<file path="src/rtl/cnna_udiv_22ns_9ns_13_seq.sv">
// Sequential restoring divider, 22-bit dividend by 9-bit divisor.
// One quotient bit per cycle with valid/ready handshakes on both sides.
module cnna_udiv_22ns_9ns_13_seq #(
  parameter logic [31:0] ID             = 32'd1,
  parameter int          DIVIDEND_WIDTH = 22,
  parameter int          DIVISOR_WIDTH  = 9,
  parameter int          QUOTIENT_WIDTH = 13
) (
  input  logic                      ap_clk,
  input  logic                      ap_rst,
  input  logic [DIVIDEND_WIDTH-1:0] din0,
  input  logic [DIVISOR_WIDTH-1:0]  din1,
  input  logic                      in_valid,
  output logic                      in_ready,
  output logic [QUOTIENT_WIDTH-1:0] dout,
  output logic [DIVISOR_WIDTH-1:0]  rem,
  output logic                      ovf,
  output logic                      dbz,
  output logic                      out_valid,
  input  logic                      out_ready
);

  localparam int DW = DIVIDEND_WIDTH;
  localparam int VW = DIVISOR_WIDTH;
  localparam int QW = QUOTIENT_WIDTH;
  localparam int CW = $clog2(QW);

  if (QW != DW - VW) begin : g_width_check
    $error("QUOTIENT_WIDTH must equal DIVIDEND_WIDTH - DIVISOR_WIDTH");
  end

  typedef enum logic [1:0] {
    IDLE = 2'd0,
    CALC = 2'd1,
    DONE = 2'd2
  } state_t;

  state_t          state_q, state_d;
  logic [VW-1:0]   divisor_q, divisor_d;
  logic [QW-1:0]   sr_q, sr_d;
  logic [VW-1:0]   r_q, r_d;
  logic [QW-1:0]   quo_q, quo_d;
  logic [CW-1:0]   cnt_q, cnt_d;
  logic            ovf_p_q, ovf_p_d;
  logic            dbz_p_q, dbz_p_d;
  logic [QW-1:0]   dout_q, dout_d;
  logic [VW-1:0]   rem_q, rem_d;
  logic            ovf_q, ovf_d;
  logic            dbz_q, dbz_d;

  logic [VW:0]     trial;
  logic [VW:0]     diff;
  logic            ge;
  logic [VW-1:0]   r_next;
  logic [QW-1:0]   quo_next;
  logic            unused_id;

  assign unused_id = ^ID;

  assign trial    = {r_q, sr_q[QW-1]};
  assign diff     = trial - {1'b0, divisor_q};
  assign ge       = trial >= {1'b0, divisor_q};
  assign r_next   = ge ? diff[VW-1:0] : trial[VW-1:0];
  assign quo_next = {quo_q[QW-2:0], ge};

  always_comb begin
    state_d   = state_q;
    divisor_d = divisor_q;
    sr_d      = sr_q;
    r_d       = r_q;
    quo_d     = quo_q;
    cnt_d     = cnt_q;
    ovf_p_d   = ovf_p_q;
    dbz_p_d   = dbz_p_q;
    dout_d    = dout_q;
    rem_d     = rem_q;
    ovf_d     = ovf_q;
    dbz_d     = dbz_q;
    unique case (state_q)
      IDLE: begin
        if (in_valid) begin
          divisor_d = din1;
          sr_d      = din0[QW-1:0];
          r_d       = din0[DW-1:QW];
          quo_d     = '0;
          cnt_d     = CW'(QW - 1);
          dbz_p_d   = (din1 == '0);
          ovf_p_d   = (din1 != '0) && (din0[DW-1:QW] >= din1);
          state_d   = CALC;
        end
      end
      CALC: begin
        // Error operands spend a single cycle here before reporting
        if (dbz_p_q || ovf_p_q) begin
          dout_d  = '1;
          rem_d   = '0;
          dbz_d   = dbz_p_q;
          ovf_d   = ovf_p_q;
          state_d = DONE;
        end else begin
          r_d   = r_next;
          quo_d = quo_next;
          sr_d  = {sr_q[QW-2:0], 1'b0};
          cnt_d = cnt_q - 1'b1;
          if (cnt_q == '0) begin
            dout_d  = quo_next;
            rem_d   = r_next;
            ovf_d   = 1'b0;
            dbz_d   = 1'b0;
            state_d = DONE;
          end
        end
      end
      DONE: begin
        if (out_ready) state_d = IDLE;
      end
      default: state_d = IDLE;
    endcase
  end

  always_ff @(posedge ap_clk or posedge ap_rst) begin
    if (ap_rst) begin
      state_q   <= IDLE;
      divisor_q <= '0;
      sr_q      <= '0;
      r_q       <= '0;
      quo_q     <= '0;
      cnt_q     <= '0;
      ovf_p_q   <= 1'b0;
      dbz_p_q   <= 1'b0;
      dout_q    <= '0;
      rem_q     <= '0;
      ovf_q     <= 1'b0;
      dbz_q     <= 1'b0;
    end else begin
      state_q   <= state_d;
      divisor_q <= divisor_d;
      sr_q      <= sr_d;
      r_q       <= r_d;
      quo_q     <= quo_d;
      cnt_q     <= cnt_d;
      ovf_p_q   <= ovf_p_d;
      dbz_p_q   <= dbz_p_d;
      dout_q    <= dout_d;
      rem_q     <= rem_d;
      ovf_q     <= ovf_d;
      dbz_q     <= dbz_d;
    end
  end

  assign in_ready  = (state_q == IDLE);
  assign out_valid = (state_q == DONE);
  assign dout      = dout_q;
  assign rem       = rem_q;
  assign ovf       = ovf_q;
  assign dbz       = dbz_q;

endmodule

</file>
<file path="config.mk">
export PLATFORM = sky130hd
export DESIGN_NAME = cnna_udiv_22ns_9ns_13_seq
export DESIGN_NICKNAME = d
export VERILOG_FILES = /design/src/rtl/cnna_udiv_22ns_9ns_13_seq.sv
export SDC_FILE = /design/constraint.sdc
export NUM_CORES = 1
export LEC_CHECK = 0
export BUFFER_PORTS_ARGS = -buffer_cell sky130_fd_sc_hd__buf_2
export CORE_ASPECT_RATIO = 1.75
export CORE_MARGIN = 5
export CORE_UTILIZATION = 40
export CTS_BUF_LIST = sky130_fd_sc_hd__clkbuf_16
export DETAILED_ROUTE_END_ITERATION = 16
export PLACE_DENSITY = 0.62
export SKIP_CTS_REPAIR_TIMING = 1
export SLEW_MARGIN = 10
export SYNTH_ARGS = -nofsm -noshare
export SYNTH_HDL_FRONTEND = slang
export SYNTH_SLANG_ARGS = --single-unit
export TNS_END_PERCENT = 30
</file>
<file path="constraint.sdc">
create_clock -name ap_clk -period 2.94 [get_ports ap_clk]
set_input_delay 0.588 -clock ap_clk [delete_from_list [all_inputs] [get_ports ap_clk]]
set_output_delay 0.588 -clock ap_clk [all_outputs]
set_load 0.005 [all_outputs]
</file>
==> impl_metrics.json <==
{
  "cp_slowest_stage_delay_ns": 0.41,
  "crit_arrival_ns": 2.88,
  "avgSynthCellArea_um2": 9.60,
  "synth_warnings": 0,
  "globalplace.congestion": 0.853,
  "p_leak_nw": 2.16,
  "cp.required_ns": 3.15,
  "pre_cts_ws_ns": 0.285,
  "first_pass_iters": 4,
  "cap_violations": 0,
  "netlist_instances": 405,
  "synth.yosys.seq_area_share": 0.483,
  "cp.depth": 10,
  "nFillCells": 906,
  "worstRegToRegCells": 10,
  "numCtsBuffers": 9,
  "ys_ff_latch": 75,
  "cp_cell_sequence": "inv_1, ha_1, inv_1, fa_1, a211oi_2, o211ai_2, a21boi_2, buf_4, mux2i_1, o21ai_1",
  "hp-class": "in -> async",
  "timing.fmax_mhz": 373,
  "die-height_um": 140,
  "drt_iter0_drc": 192,
  "outcome": "complete, no violations",
  "finalHoldViolations": 0,
  "period_share": 0.911,
  "drive_gt1_frac": 0.214,
  "multi_input_area_um2": 1810,
  "clk_pin_slew_ns": 0.06,
  "register_area_um2": 1880,
  "synthArstFlopShare": 1.00,
  "fin_util": 0.487,
  "placed_cell_area_um2": 4300,
  "drcViolationCount": 0,
  "rsz0062_at_grt": "false",
  "setup_viol": 0,
  "first_global_vias": 3385,
  "place_hpwl_mm": 7.04,
  "crit_type": "reg -> reg",
  "setup_tns_ns": 0,
  "n_antenna_cell": 0,
  "slew_violations": 0,
  "die_width_um": 84.5,
  "cts_max_path_buffers": 2,
  "crit_top_cell": "inv_1",
  "cellPowerDensity_nw_per_um2": 1240,
  "fin_worst_skew_ns": 0.00521,
  "core.rowCount": 47,
  "grt_max_degree": 76,
  "synth-edff-count": 0,
  "stdcell_area_um2": 4610,
  "groute.usage.overall": 0.173,
  "worstMarginPinSlew_ns": 0.911,
  "layout.cells.non_filler": 589,
  "wl_mm": 9.72,
  "vdd.ir_drop.worst_mv": 0.467,
  "cp_max_fo": 16,
  "io_buffers": 60,
  "area_growth_syn_to_layout_pct": 18.5,
  "critPathCaptureType": "flop",
  "die_area_um2": 11900,
  "antenna_found_initial": 0,
  "cts_sinks": 75,
  "clk_latency_ns": 0.33,
  "io_pins": 61,
  "grt_first_pass_wirelength_mm": 16.5,
  "cts_tree": "yes",
  "path_buf_inv": 3,
  "antenna_left": 0,
  "dp.cells": 574,
  "synth_area_um2": 3890,
  "nets": 518,
  "setup_slack_ns": 0.261,
  "grt-ovfl-total": 0,
  "coreArea_um2": 9470,
  "fin_crit_ns": 2.68,
  "initial_utilization": 0.411,
  "dominantRegCellSynth": "dfrtp_1",
  "routedWlPerCell_um": 16.5,
  "syn-num-nets": 460,
  "cp_top_family": "compound AO/OA/AOI/OAI gates",
  "cp_slowest_cell": "fa_1",
  "htree_levels": 3,
  "cts_root_buffer": "clkbuf_16",
  "vias": 3220,
  "ys_types": 56,
  "slew_headroom": 0.393,
  "crit_path_start_kind": "flop",
  "vias_per_cell": 5.47
}
## worst reg2reg max path, delay by kind of cell (launching register included)
kind / cells / cell delay (ns)
adder cells (fa/ha/maj): 2 / 0.56
AO/OA/AOI/OAI: 4 / 0.96
buffers and inverters: 3 / 0.43
flip-flops: 1 / 0.39
multiplexers: 1 / 0.22
## Yosys cell counts, drive strengths merged (6+ instances only)
cell type | count | share of area
o22a | 12 | 0.027
inv | 23 | 0.022
ha | 19 | 0.061
dfrtp | 75 | 0.48
nor2 | 24 | 0.023
or3 | 6 | 0.0097
nand2 | 78 | 0.077
a31oi | 14 | 0.023
o21ai | 30 | 0.040
a22o | 7 | 0.016
nand3 | 15 | 0.021
a21oi | 18 | 0.025
a211oi | 6 | 0.014
buf | 11 | 0.020
clkbuf | 10 | 0.0097
## metrics by stage
stage | power, mW | hold slack [ns]
after global routing | 6.17 | 0.365
final | 5.70 | 0.339
after CTS | 5.74 | 0.354
after global placement | 4.50 | 0.463
after detailed placement | 4.56 | 0.466
after floorplan | 3.86 | 0.450
## metal layers
metal	track usage	part of all wire	vias up	wire length, µm
li1	-	-	1539	-
met1	0.189	0.38	1588	3710
met2	0.321	0.56	71	5410
met3	0.0288	0.036	22	353
met4	0.0792	0.026	0	253
met5	0	0	-	0
## placed cells by master (no fill, tap or decap), types with 4 or more instances in the layout
master     instances
clkbuf_16          9
mux2i_1            5
o21ai_0           27
a211oi_1           4
inv_1             22
a21o_1             4
nand2b_1           4
xor2_1             5
a22o_1             7
or3_1              6
dfrtp_1           75
ha_1              19
o22a_1            12
a21oi_1           16
a31oi_1           14
nor2_1            24
nand2_1           77
nand3_1           14
buf_2             60
buf_4              7
## cell families after synthesis
family                   share of synthesized area
multiplexers                                0.0187
AO/OA/AOI/OAI                                0.188
XOR/XNOR                                    0.0158
buffers and inverters                       0.0515
AND/OR/NAND/NOR                              0.177
flip-flops                                   0.483
adder cells (fa/ha/maj)                     0.0663
## where the power goes
| part | internal [mW] | switching [mW] |
|---|---|---|
| registers | 1.41 | 0.292 |
| logic | 1.12 | 1.73 |
| clock network | 0.732 | 0.419 |
| total | 3.26 | 2.44 |
## state kept, by name, indices dropped and copies added, names as in the netlist
signal and cells:
dbz_p_q 1, cnt_q 4, divisor_q 9, state_q 2, rem 9, dbz 1, dout 13, sr_q 13
r_q 9, ovf_p_q 1, quo_q 12, ovf 1
## final timing paths
path	from	to	slack, ns
min in group ap_clk	out_ready	state_q[1]$_DFFE_PP0P_	0.45
min reg2reg	rem[3]$_DFFE_PP0P_	rem[3]$_DFFE_PP0P_	0.48
max in group asynchronous	ap_rst	dbz$_DFFE_PP0P_	2.29
max reg2reg	sr_q[12]$_DFFE_PP0P_	rem[6]$_DFFE_PP0P_	0.26
min	ap_rst	dout[1]$_DFFE_PP0P_	0.34
max	sr_q[12]$_DFFE_PP0P_	rem[6]$_DFFE_PP0P_	0.26
## layout make-up
| type | count | area share |
|---|---|---|
| clock buffers | 9 | 0.0489 |
| inverters | 23 | 0.0187 |
| well taps | 122 | 0.0331 |
| multi-input cells | 286 | 0.393 |
| repair buffers | 68 | 0.0809 |
| flip-flops and latches | 75 | 0.407 |
| clock inverters | 6 | 0.0176 |
No activity file was read; power rests on OpenSTA's default activity.
